## src/rtl/uart_rx_pkg.sv

```systemverilog
// Shared types and constants for the UART receiver: FSM encoding, prescale limits,
// parity encoding and the configuration helpers used by the controller.
package uart_rx_pkg;

  typedef enum logic [2:0] {
    IDLE   = 3'd0,
    START  = 3'd1,
    DATA   = 3'd2,
    PARITY = 3'd3,
    STOP   = 3'd4,
    DONE   = 3'd5
  } rx_state_e;

  localparam int MIN_PRESCALE   = 8;
  localparam int MAX_PRESCALE   = 32;
  localparam int MIN_DATA_WIDTH = 5;

  localparam logic PARITY_EVEN = 1'b0;
  localparam logic PARITY_ODD  = 1'b1;

  function automatic logic [3:0] clamp_data_length(input logic [3:0] len, input int max_width);
    if (int'(len) < MIN_DATA_WIDTH) return 4'(MIN_DATA_WIDTH);
    if (int'(len) > max_width) return 4'(max_width);
    return len;
  endfunction

  function automatic logic prescale_illegal(input int ps);
    return (ps % 2 != 0) || (ps < MIN_PRESCALE) || (ps > MAX_PRESCALE);
  endfunction

endpackage

```

## src/rtl/uart_rx_oversample_counter.sv

```systemverilog
// Oversampling edge counter with a 3-sample majority vote taken around the
// middle of each bit period.
module uart_rx_oversample_counter #(
  parameter int PRESCALE_WIDTH = 6
) (
  input  logic                      clk_i,
  input  logic                      rst_ni,
  input  logic                      clear_i,
  input  logic [PRESCALE_WIDTH-1:0] prescale_i,
  input  logic                      rx_i,
  output logic                      bit_done_o,
  output logic                      vote_o
);

  localparam logic [PRESCALE_WIDTH-1:0] ONE = PRESCALE_WIDTH'(1);

  logic [PRESCALE_WIDTH-1:0] count_q, count_d, half;
  logic [2:0]                samples_q, samples_d;

  assign half       = prescale_i >> 1;
  assign bit_done_o = (count_q == prescale_i - ONE);
  assign vote_o     = (samples_q[0] & samples_q[1]) | (samples_q[0] & samples_q[2]) |
                      (samples_q[1] & samples_q[2]);

  always_comb begin
    count_d   = count_q + ONE;
    samples_d = samples_q;
    if (clear_i || bit_done_o) count_d = '0;
    if (count_q == half - ONE) samples_d[0] = rx_i;
    if (count_q == half)       samples_d[1] = rx_i;
    if (count_q == half + ONE) samples_d[2] = rx_i;
  end

  always_ff @(posedge clk_i) begin
    if (!rst_ni) begin
      count_q   <= '0;
      samples_q <= '0;
    end else begin
      count_q   <= count_d;
      samples_q <= samples_d;
    end
  end

endmodule

```

## src/rtl/uart_receiver_controller.sv

```systemverilog
// UART receive controller: synchronizes the line, frames start/data/parity/stop
// bits and reports exactly one status pulse per completed frame.
module uart_receiver_controller
  import uart_rx_pkg::*;
#(
  parameter int MAX_DATA_WIDTH = 9,
  parameter int PRESCALE_WIDTH = 6
) (
  input  logic                      clk,
  input  logic                      reset,
  input  logic                      enable,
  input  logic [PRESCALE_WIDTH-1:0] prescale,
  input  logic [3:0]                data_length,
  input  logic                      parity_enable,
  input  logic                      parity_type,
  input  logic                      stop_bits,
  input  logic                      serial_data_in,
  output logic [MAX_DATA_WIDTH-1:0] rx_data,
  output logic                      data_valid,
  output logic                      parity_error,
  output logic                      framing_error,
  output logic                      break_detect,
  output logic                      busy,
  output logic                      config_error
);

  rx_state_e state_q, state_d;

  logic                      rx_meta_q, rx_s_q;
  logic                      wait_high_q;
  logic [3:0]                len_q, bit_cnt_q, last_bit;
  logic                      par_en_q, par_type_q, stop2_q, stop_cnt_q;
  logic                      par_acc_q, allzero_q, framing_q, perr_q;
  logic [MAX_DATA_WIDTH-1:0] shift_q, rx_data_q;
  logic                      cfg_bad, bit_done, vote, clear_cnt, start_entry, load_rx;

  assign cfg_bad     = prescale_illegal(int'(prescale));
  assign last_bit    = len_q - 4'd1;
  assign clear_cnt   = (state_d != state_q) || (state_q == IDLE) || (state_q == DONE);
  assign start_entry = (state_d == START) && (state_q != START);
  // The last stop vote is folded in here so rx_data is already valid alongside data_valid.
  assign load_rx     = (state_q == STOP) && (state_d == DONE) && vote &&
                       !framing_q && !perr_q && !(allzero_q & ~vote);

  uart_rx_oversample_counter #(
    .PRESCALE_WIDTH(PRESCALE_WIDTH)
  ) u_counter (
    .clk_i     (clk),
    .rst_ni    (reset),
    .clear_i   (clear_cnt),
    .prescale_i(prescale),
    .rx_i      (rx_s_q),
    .bit_done_o(bit_done),
    .vote_o    (vote)
  );

  always_comb begin
    state_d = state_q;
    case (state_q)
      IDLE:    if (!rx_s_q && enable && !cfg_bad && !wait_high_q) state_d = START;
      START:   if (bit_done) state_d = vote ? IDLE : DATA;
      DATA:    if (bit_done && bit_cnt_q == last_bit) state_d = par_en_q ? PARITY : STOP;
      PARITY:  if (bit_done) state_d = STOP;
      STOP:    if (bit_done && stop_cnt_q == stop2_q) state_d = DONE;
      DONE:    state_d = (!allzero_q && !rx_s_q && enable && !cfg_bad) ? START : IDLE;
      default: state_d = IDLE;
    endcase
    if (state_q != IDLE && (!enable || cfg_bad)) state_d = IDLE;
  end

  always_ff @(posedge clk) begin
    if (!reset) begin
      state_q     <= IDLE;
      rx_meta_q   <= 1'b1;
      rx_s_q      <= 1'b1;
      wait_high_q <= 1'b0;
      len_q       <= '0;
      bit_cnt_q   <= '0;
      stop_cnt_q  <= 1'b0;
      par_en_q    <= 1'b0;
      par_type_q  <= PARITY_EVEN;
      stop2_q     <= 1'b0;
      par_acc_q   <= 1'b0;
      allzero_q   <= 1'b0;
      framing_q   <= 1'b0;
      perr_q      <= 1'b0;
      shift_q     <= '0;
      rx_data_q   <= '0;
    end else begin
      rx_meta_q <= serial_data_in;
      rx_s_q    <= rx_meta_q;
      state_q   <= state_d;
      // A break keeps the receiver parked until the line has been seen high again.
      if (state_q == DONE && allzero_q) wait_high_q <= 1'b1;
      else if (rx_s_q)                  wait_high_q <= 1'b0;
      if (start_entry) begin
        len_q      <= clamp_data_length(data_length, MAX_DATA_WIDTH);
        par_en_q   <= parity_enable;
        par_type_q <= parity_type;
        stop2_q    <= stop_bits;
        bit_cnt_q  <= '0;
        stop_cnt_q <= 1'b0;
        par_acc_q  <= 1'b0;
        allzero_q  <= 1'b1;
        framing_q  <= 1'b0;
        perr_q     <= 1'b0;
        shift_q    <= '0;
      end else if (bit_done) begin
        case (state_q)
          DATA: begin
            shift_q[bit_cnt_q] <= vote;
            bit_cnt_q          <= bit_cnt_q + 4'd1;
            par_acc_q          <= par_acc_q ^ vote;
            allzero_q          <= allzero_q & ~vote;
          end
          PARITY: begin
            perr_q    <= (par_acc_q ^ vote) != par_type_q;
            allzero_q <= allzero_q & ~vote;
          end
          STOP: begin
            framing_q  <= framing_q | ~vote;
            stop_cnt_q <= 1'b1;
            allzero_q  <= allzero_q & ~vote;
          end
          default: ;
        endcase
      end
      if (load_rx) rx_data_q <= shift_q;
    end
  end

  assign rx_data       = rx_data_q;
  assign busy          = (state_q != IDLE);
  assign config_error  = reset & cfg_bad;
  assign break_detect  = (state_q == DONE) && allzero_q;
  assign framing_error = (state_q == DONE) && !allzero_q && framing_q;
  assign parity_error  = (state_q == DONE) && !allzero_q && !framing_q && perr_q;
  assign data_valid    = (state_q == DONE) && !allzero_q && !framing_q && !perr_q;

endmodule

```

## config.mk

```make
export PLATFORM = sky130hd
export DESIGN_NAME = uart_receiver_controller
export DESIGN_NICKNAME = d
export VERILOG_FILES = /design/src/rtl/uart_rx_pkg.sv /design/src/rtl/uart_rx_oversample_counter.sv /design/src/rtl/uart_receiver_controller.sv
export SDC_FILE = /design/constraint.sdc
export NUM_CORES = 1
export LEC_CHECK = 0
export CAP_MARGIN = 0
export CORE_ASPECT_RATIO = 1.75
export CORE_MARGIN = 2
export CORE_UTILIZATION = 40
export DETAILED_ROUTE_END_ITERATION = 16
export MAX_ROUTING_LAYER = met4
export PLACE_DENSITY = 0.69
export SYNTH_ARGS = -nofsm -noshare
export SYNTH_HDL_FRONTEND = slang
export SYNTH_SLANG_ARGS = --single-unit
export TNS_END_PERCENT = 1
```

## constraint.sdc

```tcl
create_clock -name clk -period 2.9 [get_ports clk]
set_clock_uncertainty 0.1 [all_clocks]
set_input_delay 0.29 -clock clk [delete_from_list [all_inputs] [get_ports clk]]
set_output_delay 0.29 -clock clk [all_outputs]
set_load 0.02 [all_outputs]
```

==> summary.md <==
| Metric | Value |
|---|---|
| Ports | 32 |
| Fill count | ~700 |
| Post-synth top area share | 0.3289 |
| Sink Count | between 40 and 50 |
| CTS H-tree lvls | 2 |
| Worst Setup Start Kind | flip-flop |
| Worst hold start | rx_meta_q |
| Mapped Cells | roughly 350 |
| Final wirelength | 7.015 mm |
| Mapped Nets | between 300 and 400 |
| Post-synth top cells | dfxtp_1, nand2_1, xnor2_1, nor2_1, mux2i_1 |
| Synth top area cells | dfxtp_1, xnor2_1, mux2i_1 |
| Multi-input gate area | approximately 1900 um^2 |
| Final HPWL DP | 5.396 mm |
| Share of cells above drive strength 1 | 0.1065 |
| Chip width | 69.28 um |
| Reg clk slew, reported paths | approximately 0.06 ns |
| Layout area overhead | 21.22% |
| Yosys warns | 0 |
| Die Area | 8191 um^2 |
| Vias per cell | ~5.5 |
| Pin count of the biggest net entering global routing | 40 |
| Sequential fraction of the synthesis area | 0.3289 |
| Crit path DAT | approximately 2.2 ns |
| Post-synth EDFFs | 0 |
| FF+latch count, synth | 49 |
| DRT Pass-1 Iters | 4 |
| Die height | around 120 um |
| Routability congestion estimate from global placement | 0.8724 |
| Min-delay worst type | reg -> reg |
| Total gr overflow | 0 |
| Mean area per synthesized cell | between 8 and 9 um^2 |
| Synth Cell Area | 2983 um^2 |
| Worst path slowest cell | clkdlybuf4s50_1 |
| CP max FO | 13 |
| Most used flip-flop cell after synthesis | dfxtp_1 |
| Total Routing Usage GR | 0.1823 |
| CP Class | reg -> out |
| Ys async rst share | 0 |
| Post-synth top area cell | dfxtp_1 |
| Clk buf depth | 2 |
| Max Clk Rate | between 300 and 400 MHz |
| FF-to-FF setup slack | between 0.4 and 0.5 ns |
| CP max stage delay | 0.67 ns |
| Synth unique cells | 59 |
| Design area | about 3600 um^2 |
| Count leader, synth | dfxtp_1 |
| Power per standard cell area | approximately 400 nW/um^2 |
| Ant. Diodes | 0 |
| CTS root buffer | clkbuf_16 |
| Remaining antenna violation count after routing | 0 |
| Via count | ~2600 |
| CTS Hold Bufs | 0 |
| Dpl cells | approximately 460 |
| Period utilization | 0.8942 |
| Final hold vios | 0 |
| Outcome | completed |
| Reg area | just under 1000 um^2 |
| Final setup fails | 0 |
| DP Area | ~3500 um^2 |
| RSZ-0062 raised after global routing | false |
| Reg-to-reg startpoint | state_q[1] |
| Initial drt markers | between 80 and 90 |
| Skew-Pair Late Insertion Delay | 0.29 ns |
| CTS buffer count | 5 |
| IO Port Bufs | 31 |
| WL per Instance | between 10 and 15 um |
| Max_cap viols | 0 |
| Worst-margin pin slew | 0.5667 ns |
| Fin Setup TNS | 0 ns |
| First-pass GRT wire length | 11.83 mm |
| Final cell count without fillers | roughly 470 |
| Period minus WS final | ~2.6 ns |
| WP data required | between 2 and 3 ns |
| Max VDD drop | around 0.32 mV |
| WP buf/inv | 1 |
| Initial core utilization | 0.4124 |
| Slew Viols, Final | 0 |
| CP endpoint kind | output pin |
| CP top delay family | buffers and inverters |
| # nets final | 411 |
| CTS tree | built |
| Site Rows | between 40 and 50 |
| Initial antenna violation count | 0 |
| Worst setup path start | state_q[2] |
| Core footprint | between 7000 and 8000 um^2 |
| Worst-path cell chain | nor2b_1, nand2_1, nor3b_1, clkdlybuf4s50_1 |
| Worst slew margin | 0.6217 |
| DRC viols | 0 |
| Vias in the first global route | 2548 |
| P_leak | 1.314 nW |
logic make-up after synthesis:
logic type / share of synthesized area
and+or+nand+nor: 0.2613
adders and majority gates: 0.04195
DFF: 0.3289
muxes: 0.07089
AOI/OAI and AO/OA: 0.1539
buffers and inverters: 0.04614
xor gates and xnor gates: 0.09689
repair_timing:
| action | in CTS | in global routing |
|---|---|---|
| setup endpoints to repair | 0 | 1 |
| hold endpoints to repair | 0 | 0 |
| resized for setup | 0 | 1 |
| setup buffers | 0 | 0 |
stage by stage:
step                      worst slack, ns  utilization  power, mW  hold slack [ns]
after floorplan                    0.5287            -     0.7747           0.2863
after global placement             0.1125       0.4778     0.8311           0.3066
after detailed placement         0.005537       0.4778     0.8331           0.2977
after CTS                          0.1215       0.4996      1.448           0.3142
after global routing               0.1266       0.4999      1.487           0.3366
final                              0.3068       0.4999      1.432           0.3119
cells in the final DEF, fill, tap and decap left out, types with 2 or more instances in the layout:
cell type / n
xnor2_1: 23
a21oi_1: 16
nand4_1: 7
nand3_1: 11
and3_1: 3
clkbuf_8: 2
nor3b_1: 5
o211a_1: 3
mux2i_1: 20
nand2b_1: 5
clkbuf_16: 5
nand2_1: 35
o31a_1: 2
nor2b_1: 14
or3_1: 10
nor2_1: 21
inv_1: 12
a21boi_1: 3
a21boi_0: 2
nand3b_1: 3
ha_1: 10
o21ai_0: 14
nor3_1: 10
nor4_1: 6
buf_4: 17
dfxtp_1: 49
o31ai_1: 2
clkdlybuf4s50_1: 30
xor2_1: 10
o21a_1: 4
final timing paths:
path             endpoint  cells after the start
min reg2reg        rx_s_q                      1
max          parity_error                      4
max reg2reg    rx_data[2]                      7
min                rx_s_q                      1
routing by layer:
metal | global-route usage | share of wire | routed length [um] | vias up
li1 | - | - | - | 1295
met3 | 0.02387 | 0.019 | 131 | 21
met5 | - | 0 | 0 | -
met1 | 0.1824 | 0.40 | 2794 | 1228
met2 | 0.3353 | 0.54 | 3796 | 39
met4 | 0.09804 | 0.042 | 293 | 0
power breakdown:
part	internal, mW	switching, mW	leakage (nW)	total, mW
logic	0.0674	0.0711	0.839	0.139
registers	0.676	0.00358	0.395	0.680
clock network	0.365	0.248	0.0799	0.613
state kept, by name, summed over array words and instances, names as in the netlist:
register and count:
shift_q 9, par_type_q 1, framing_q 1, u_counter.samples_q 3
stop2_q 1, par_acc_q 1, wait_high_q 1, state_q 3
rx_data 9, rx_meta_q 1, len_q 4, allzero_q 1
bit_cnt_q 4, u_counter.count_q 6, stop_cnt_q 1, perr_q 1
par_en_q 1, rx_s_q 1
worst reg2reg max path: cells and delay by family, from the launching register on:
kind	cells	cell delay, ns
compound gates	3	0.72
buf+inv	1	0.22
flops	1	0.51
simple gates	2	0.62
mux	1	0.20
cell type report:
type | instances | share of cell area
Timing Repair Buffer | 49 | 0.1273
Clock buffer | 7 | 0.04221
Multi-Input combinational cell | 267 | 0.5156
Clock inverter | 1 | 0.001384
Tap cell | 86 | 0.02976
Inverter | 12 | 0.01246
Sequential cell | 49 | 0.2713
No activity file was read; power rests on OpenSTA's default activity.
